File: src/rtl/tomasulo_pkg.sv
// Shared definitions for the Tomasulo core.
// Holds the reservation-station tag map, the opcode/funct encodings of the
// adder-class instructions, the per-entry state enum and the operand bundle.
// No ports: imported by the reservation-station modules.
package tomasulo_pkg;

    localparam int TAG_W_DEF  = 4;
    localparam int DATA_W_DEF = 64;

    // Producer tags. Tag 0 means the operand value is already valid.
    localparam logic [3:0] TAG_NOTAG = 4'd0;
    localparam logic [3:0] TAG_ADD_1 = 4'd1;
    localparam logic [3:0] TAG_ADD_2 = 4'd2;
    localparam logic [3:0] TAG_ADD_3 = 4'd3;
    localparam logic [3:0] TAG_MUL_1 = 4'd4;
    localparam logic [3:0] TAG_MUL_2 = 4'd5;
    localparam logic [3:0] TAG_LD_1  = 4'd6;
    localparam logic [3:0] TAG_LD_2  = 4'd7;
    localparam logic [3:0] TAG_BR    = 4'd8;

    // Adder-class instruction encodings.
    localparam logic [5:0] OP_INTA = 6'h10;
    localparam logic [5:0] OP_BEQ  = 6'h39;
    localparam logic [5:0] OP_JMP  = 6'h1A;
    localparam logic [6:0] FN_ADDQ = 7'h20;
    localparam logic [6:0] FN_SUBQ = 7'h29;

    typedef enum logic [1:0] {
        FREE  = 2'd0,
        WAIT  = 2'd1,
        READY = 2'd2,
        EXEC  = 2'd3
    } rs_state_t;

    typedef struct packed {
        logic [TAG_W_DEF-1:0]  tag;
        logic [DATA_W_DEF-1:0] val;
    } operand_t;

endpackage

File: src/rtl/rs_entry.sv
// One adder reservation-station entry.
// Holds the entry state (FREE/WAIT/READY/EXEC), captures operands at issue
// (with same-cycle CDB bypass), snoops the CDB while waiting, moves to EXEC
// when dispatched and returns to FREE when the CDB broadcasts MY_TAG.
// Ports:
//   clk, rst_n        clock, synchronous active-low reset
//   flush             squash the entry
//   alloc             issue writes this entry this cycle
//   issue_*, src*     instruction fields and operand tags/values from issue
//   cdb_*             common data bus broadcast
//   dispatch          the functional unit accepts this entry this cycle
//   ready, busy       state flags; opcode..b are the stored fields
module rs_entry
    import tomasulo_pkg::*;
#(
    parameter int                 TAG_W  = 4,
    parameter int                 DATA_W = 64,
    parameter logic [TAG_W-1:0]   MY_TAG = '0
) (
    input  logic              clk,
    input  logic              rst_n,
    input  logic              flush,
    input  logic              alloc,
    input  logic [5:0]        issue_opcode,
    input  logic [6:0]        issue_funct,
    input  logic [1:0]        issue_rob_slot,
    input  logic [TAG_W-1:0]  src1_tag,
    input  logic [DATA_W-1:0] src1_val,
    input  logic [TAG_W-1:0]  src2_tag,
    input  logic [DATA_W-1:0] src2_val,
    input  logic              cdb_valid,
    input  logic [TAG_W-1:0]  cdb_tag,
    input  logic [DATA_W-1:0] cdb_val,
    input  logic              dispatch,
    output logic              ready,
    output logic              busy,
    output logic [5:0]        opcode,
    output logic [6:0]        funct,
    output logic [1:0]        rob_slot,
    output logic [DATA_W-1:0] a,
    output logic [DATA_W-1:0] b
);

    typedef struct packed {
        logic [TAG_W-1:0]  tag;
        logic [DATA_W-1:0] val;
    } opnd_t;

    rs_state_t         state, state_nxt;
    logic [TAG_W-1:0]  t1, t2;
    logic [DATA_W-1:0] v1, v2;
    opnd_t             op1, op2;
    logic              take_issue;
    logic              data_wr;
    logic              resolved;

    // A pending operand whose producer is on the CDB takes the broadcast value.
    function automatic opnd_t capture(input logic [TAG_W-1:0]  tag,
                                      input logic [DATA_W-1:0] val,
                                      input logic              c_vld,
                                      input logic [TAG_W-1:0]  c_tag,
                                      input logic [DATA_W-1:0] c_val);
        opnd_t r;
        r.tag = tag;
        r.val = val;
        if (tag != '0 && c_vld && tag == c_tag) begin
            r.tag = '0;
            r.val = c_val;
        end
        return r;
    endfunction

    always_comb begin
        take_issue = alloc && (state == FREE);
        op1 = capture(take_issue ? src1_tag : t1, take_issue ? src1_val : v1,
                      cdb_valid, cdb_tag, cdb_val);
        op2 = capture(take_issue ? src2_tag : t2, take_issue ? src2_val : v2,
                      cdb_valid, cdb_tag, cdb_val);
        resolved = (op1.tag == '0) && (op2.tag == '0);
        // Operand registers only change on allocation or while waiting.
        data_wr = !flush && (take_issue || state == WAIT);

        state_nxt = state;
        case (state)
            FREE:    if (take_issue) state_nxt = resolved ? READY : WAIT;
            WAIT:    if (resolved) state_nxt = READY;
            READY:   if (dispatch) state_nxt = EXEC;
            // Hold the tag until our own result is broadcast so no consumer
            // can see it reused while still waiting on it.
            EXEC:    if (cdb_valid && cdb_tag == MY_TAG) state_nxt = FREE;
            default: state_nxt = FREE;
        endcase
        if (flush) state_nxt = FREE;
    end

    always_ff @(posedge clk) begin
        if (!rst_n) state <= FREE;
        else        state <= state_nxt;
    end

    always_ff @(posedge clk) begin
        if (data_wr) begin
            t1 <= op1.tag;
            v1 <= op1.val;
            t2 <= op2.tag;
            v2 <= op2.val;
        end
        if (take_issue && !flush) begin
            opcode   <= issue_opcode;
            funct    <= issue_funct;
            rob_slot <= issue_rob_slot;
        end
    end

    assign ready = (state == READY);
    assign busy  = (state != FREE);
    assign a     = v1;
    assign b     = v2;

endmodule

File: src/rtl/add_rs.sv
// Adder-class reservation station bank.
// Advertises the lowest free entry tag to issue, holds NUM_ENT rs_entry
// instances, and dispatches the lowest-index READY entry to the adder.
// All outputs derive from registered entry state only.
// Ports:
//   clk, rst_n                 clock, synchronous active-low reset
//   issue_valid/opcode/funct/rob_slot, src1/src2 tag+val   issue interface
//   free_tag                   tag of the lowest free entry, 0 when full
//   cdb_valid/tag/val          common data bus
//   flush                      squash every entry
//   fu_valid, fu_ready         dispatch handshake with the adder
//   fu_opcode/funct/a/b/tag/rob_slot  dispatched entry, zero when idle
module add_rs
    import tomasulo_pkg::*;
#(
    parameter int NUM_ENT  = 3,
    parameter int TAG_BASE = 1,
    parameter int TAG_W    = 4,
    parameter int DATA_W   = 64
) (
    input  logic              clk,
    input  logic              rst_n,
    input  logic              issue_valid,
    input  logic [5:0]        issue_opcode,
    input  logic [6:0]        issue_funct,
    input  logic [1:0]        issue_rob_slot,
    input  logic [TAG_W-1:0]  src1_tag,
    input  logic [TAG_W-1:0]  src2_tag,
    input  logic [DATA_W-1:0] src1_val,
    input  logic [DATA_W-1:0] src2_val,
    output logic [TAG_W-1:0]  free_tag,
    input  logic              cdb_valid,
    input  logic [TAG_W-1:0]  cdb_tag,
    input  logic [DATA_W-1:0] cdb_val,
    input  logic              flush,
    output logic              fu_valid,
    input  logic              fu_ready,
    output logic [5:0]        fu_opcode,
    output logic [6:0]        fu_funct,
    output logic [DATA_W-1:0] fu_a,
    output logic [DATA_W-1:0] fu_b,
    output logic [TAG_W-1:0]  fu_tag,
    output logic [1:0]        fu_rob_slot
);

    logic [NUM_ENT-1:0] ent_ready, ent_busy;
    logic [NUM_ENT-1:0] free_onehot, disp_onehot;
    logic [NUM_ENT-1:0] ent_alloc, ent_disp;
    logic [5:0]         ent_op  [NUM_ENT];
    logic [6:0]         ent_fn  [NUM_ENT];
    logic [1:0]         ent_rob [NUM_ENT];
    logic [DATA_W-1:0]  ent_a   [NUM_ENT];
    logic [DATA_W-1:0]  ent_b   [NUM_ENT];

    for (genvar g = 0; g < NUM_ENT; g++) begin : g_ent
        rs_entry #(
            .TAG_W  (TAG_W),
            .DATA_W (DATA_W),
            .MY_TAG (TAG_W'(TAG_BASE + g))
        ) u_ent (
            .clk            (clk),
            .rst_n          (rst_n),
            .flush          (flush),
            .alloc          (ent_alloc[g]),
            .issue_opcode   (issue_opcode),
            .issue_funct    (issue_funct),
            .issue_rob_slot (issue_rob_slot),
            .src1_tag       (src1_tag),
            .src1_val       (src1_val),
            .src2_tag       (src2_tag),
            .src2_val       (src2_val),
            .cdb_valid      (cdb_valid),
            .cdb_tag        (cdb_tag),
            .cdb_val        (cdb_val),
            .dispatch       (ent_disp[g]),
            .ready          (ent_ready[g]),
            .busy           (ent_busy[g]),
            .opcode         (ent_op[g]),
            .funct          (ent_fn[g]),
            .rob_slot       (ent_rob[g]),
            .a              (ent_a[g]),
            .b              (ent_b[g])
        );
    end

    // Lowest-index priority encoders for the free slot and the dispatch pick.
    always_comb begin
        logic found_free;
        logic found_rdy;
        found_free  = 1'b0;
        found_rdy   = 1'b0;
        free_onehot = '0;
        disp_onehot = '0;
        free_tag    = TAG_W'(TAG_NOTAG);
        for (int i = 0; i < NUM_ENT; i++) begin
            if (!ent_busy[i] && !found_free) begin
                found_free     = 1'b1;
                free_onehot[i] = 1'b1;
                free_tag       = TAG_W'(TAG_BASE + i);
            end
            if (ent_ready[i] && !found_rdy) begin
                found_rdy      = 1'b1;
                disp_onehot[i] = 1'b1;
            end
        end
    end

    assign ent_alloc = free_onehot & {NUM_ENT{issue_valid}};
    assign ent_disp  = disp_onehot & {NUM_ENT{fu_ready}};
    assign fu_valid  = |ent_ready;

    // Outputs stay zero unless an entry is being presented.
    always_comb begin
        fu_opcode   = '0;
        fu_funct    = '0;
        fu_a        = '0;
        fu_b        = '0;
        fu_tag      = '0;
        fu_rob_slot = '0;
        for (int i = 0; i < NUM_ENT; i++) begin
            if (disp_onehot[i]) begin
                fu_opcode   = ent_op[i];
                fu_funct    = ent_fn[i];
                fu_a        = ent_a[i];
                fu_b        = ent_b[i];
                fu_tag      = TAG_W'(TAG_BASE + i);
                fu_rob_slot = ent_rob[i];
            end
        end
    end

endmodule

File: config.mk
export PLATFORM = sky130hd
export DESIGN_NAME = add_rs
export DESIGN_NICKNAME = d
export VERILOG_FILES = /design/src/rtl/tomasulo_pkg.sv /design/src/rtl/rs_entry.sv /design/src/rtl/add_rs.sv
export SDC_FILE = /design/constraint.sdc
export NUM_CORES = 1
export LEC_CHECK = 0
export CAP_MARGIN = 20
export CORE_AREA = 2 2 279 281
export DETAILED_ROUTE_END_ITERATION = 8
export DIE_AREA = 0 0 281 283
export GPL_TIMING_DRIVEN = 0
export PLACE_DENSITY = 0.55
export SYNTH_ARGS = -nofsm -noshare
export SYNTH_HDL_FRONTEND = slang
export SYNTH_SLANG_ARGS = --single-unit
File: constraint.sdc
create_clock -name clk -period 15.1 [get_ports clk]
set_input_delay 3.02 -clock clk [delete_from_list [all_inputs] [get_ports clk]]
set_output_delay 3.02 -clock clk [all_outputs]
set_load 0.01 [all_outputs]
==> results.md <==
- Critical Path, Cell by Cell: inv_1, ha_1, clkbuf_1, buf_8, clkbuf_1, clkbuf_1, clkbuf_1, nand2_1, o21ai_0, clkdlybuf4s50_1
- H-tree depth: 2
- Unique masters post-synth: 61
- Most used DFF post-synth: edfxtp_1
- CP Max Fanout: 11
- Clock Skew: 0.02096 ns
- Synth Instances: 1684
- Post-CTS Hold Fix Bufs: 0
- Highest Signal Layer: met5
- Slew headroom: 0.2748
- Wirelength, routed: 80680 um
- Share of layout cells above drive strength 1: 0.2568
- DRC viols: 0
- CP max-delay cell: clkbuf_1
- Root buffer cell: clkbuf_16
- Detailed Route Iter0 Violations: 1099
- Initial antenna violation count: 19
- Core area: 76700 um^2
- Die Y: 283 um
- Layout area overhead: 32.07%
- Largest net degree at the start of global routing: 24
- Total Nets Final: 2373
- Vias in the first global route: 16970
- CP Data Required Time: 12.08 ns
- Fraction of registers with async set/reset: 0
- Critical setup path kind: flop to output port
- Starting Density: 0.2970
- Hold WC Path Type: flop to flop
- Post-Route M1 WL: 33720 um
- Global-route usage over all layers: 0.1983
- Slowest cell delay on critical path: 0.75 ns
- Setup_tns: 0 ns
- Die area: 79520 um^2
- DR pass1 iterations: 5
- Clock Sinks: 459
- Reg2reg start: g_ent[0].u_ent.state[1]$_SDFFE_PP0P_
- Post-Layout Inst Area: 30090 um^2
- Routed len/inst: 25.05 um
- TritonCTS Buffers: 53
- DP Area: 28370 um^2
- Clock transition at path regs: 0.06 ns
- LEAKAGE: 9.603 nW
- First-pass GRT wire length: 115900 um
- Total number of yosys warnings: 0
- Post-CTS Setup Bufs: 0
- Clock buffer depth: 3
- Clock Latency Late Sink: 0.61 ns
- Slew Limit Fails: 0
- Sequential fraction of the synthesis area: 0.6024
- RR Endpoint: g_ent[1].u_ent.b[36]$_DFFE_PP_
- Syn avg cell area: 13.53 um^2
- Post-synth EDFFs: 453
- Post-synth top area share: 0.5971
- I/O Buffers: 366
- Cell Area, Synth: 22780 um^2
- Startpoint Class: flop
- Antenna-violating nets left: 0
- Rows: 102
- Least-Margin Pin Slew: 1.088 ns
- Final Cycle Share: 0.5352
- Endpoint type of the worst setup path: output port
- Leading area contributor after synthesis: edfxtp_1
- CP arrival: 5.06 ns
- WL met2: 39900 um
- Peak Freq: 123.7 MHz
- Power density over the cells: 101.1 nW/um^2
- Via Count: 16340
- Hold Vio Cnt, Final: 0
- RD Place Congestion: 0.8286
- GRT overflow: 0
- Max-Cap Viols: 0
- Peak VDD IR: 0.07526 mV
- Chip Width: 281 um
- Worst setup path end: fu_a[52]
- Crit path launch: g_ent[0].u_ent.state[0]$_SDFFE_PP0P_
- Outcome: complete, no violations
- Reg2Reg Depth: 14
- TritonCTS clock tree: built
- Min cycle time layout: 8.082 ns
- Post-DP HPWL: 58280 um
- WL met3: 5237 um
- Ranking of synthesized cells by area: edfxtp_1 (60%), mux2_2 (19%), a22oi_1 (4.7%), o21ai_0 (3.3%), nand2_1 (3.1%)
- Top cell by count, worst path: clkbuf_1
- # IOs: 377
- Final setup fails: 0
- RSZ-0062 raised after global routing: no
- Most frequent cell after synthesis: edfxtp_1
- Vias/cell: 5.071
- # resized after CTS: 0
- R2R setup slack: 10.37 ns
- Post-synthesis register bit count: 459
- Synth top cells by count: edfxtp_1 (453), mux2_2 (385), nand2_1 (190)
layout make-up:
| type | count | area (um^2) |
|---|---|---|
| Fill cell | 7237 | 46610 |
| Clock buffer | 65 | 1371 |
| Timing Repair Buffer | 391 | 4204 |
| Antenna cell | 4 | 10.01 |
| Multi-Input combinational cell | 1078 | 8488 |
| Inverter | 21 | 78.83 |
| Tap cell | 1040 | 1301 |
| Sequential cell | 459 | 13720 |
| Clock inverter | 34 | 337.8 |
| Buffer | 129 | 573.1 |
how the worst min path moves through the flow:
stage,endpoint,startpoint,cells past startpoint
after floorplan,g_ent[0].u_ent.state[1]$_SDFFE_PP0P_,g_ent[0].u_ent.state[1]$_SDFFE_PP0P_,2
after global placement,g_ent[0].u_ent.state[1]$_SDFFE_PP0P_,g_ent[0].u_ent.state[1]$_SDFFE_PP0P_,2
after detailed placement,g_ent[0].u_ent.state[1]$_SDFFE_PP0P_,g_ent[0].u_ent.state[1]$_SDFFE_PP0P_,2
after CTS,g_ent[0].u_ent.state[1]$_SDFFE_PP0P_,g_ent[0].u_ent.state[1]$_SDFFE_PP0P_,2
after global routing,g_ent[0].u_ent.state[1]$_SDFFE_PP0P_,g_ent[0].u_ent.state[1]$_SDFFE_PP0P_,2
final,g_ent[0].u_ent.state[1]$_SDFFE_PP0P_,g_ent[0].u_ent.state[1]$_SDFFE_PP0P_,2
cells in the final DEF, fill, tap and decap left out, types with 7 or more instances in the layout:
master,count
clkbuf_16,53
inv_1,21
buf_4,9
mux2_2,385
buf_8,7
a22oi_1,144
nor3_1,12
ha_1,15
clkinv_1,14
a21boi_0,11
clkbuf_1,83
xor2_1,10
buf_12,8
xnor2_1,9
nand2_1,190
clkinv_2,8
mux2i_1,7
edfxtp_1,453
o21ai_0,152
buf_2,44
buf_16,10
nor2_1,28
a21oi_1,15
clkdlybuf4s50_1,366
sequential cells by signal, summed over array words and instances, names as in the netlist:
signal and cells:
g_ent.u_ent.a 192, g_ent.u_ent.b 192, g_ent.u_ent.funct 21, g_ent.u_ent.opcode 18
g_ent.u_ent.t1 12, g_ent.u_ent.t2 12, g_ent.u_ent.rob_slot 6, g_ent.u_ent.state 6
report_power, final:
part / switching (mW) / internal [mW] / total [mW]
logic: 0.154 / 0.165 / 0.319
clock network: 0.539 / 0.747 / 1.29
registers: 0.00693 / 1.43 / 1.44
critical path, delay by kind of cell (launching register included):
family | cells | cell delay [ns]
compound gates | 1 | 0.20
fa+ha+maj | 1 | 0.18
buf+inv | 7 | 3.62
flops | 1 | 0.33
simple gates | 1 | 0.11
metrics by stage:
step                      power, mW  hold slack (ns)  cells    util  worst slack [ns]
after CTS                     3.079           0.5460   3217  0.3921             6.662
after global placement        1.771           0.5233   3093  0.3619             1.929
after floorplan               1.611           0.4956   1687       -             6.938
after global routing          3.147           0.5665   3218  0.3922             6.605
after detailed placement      1.783           0.5365   3118  0.3699             7.328
final                         3.043           0.5470   3221  0.3923             7.018
metal layers:
| layer | track usage | vias to the layer above |
|---|---|---|
| met5 | 0 | - |
| met4 | 0.04479 | 28 |
| met3 | 0.04585 | 118 |
| met2 | 0.3428 | 488 |
| met1 | 0.2503 | 8320 |
| li1 | - | 7381 |
cell families (layout without fill, tap and decap cells):
kind of cell	after synthesis	in the layout	synth area share
xor gates and xnor gates	19	19	0.007304
muxes	395	395	0.1963
adders and majority gates	15	15	0.008238
DFF	459	459	0.6024
other	1	8	0.0001646
and+or+nand+nor	275	275	0.05108
buffers and inverters	150	640	0.02861
AOI/OAI and AO/OA	370	370	0.1059
Power figures use the tool's default switching activity.
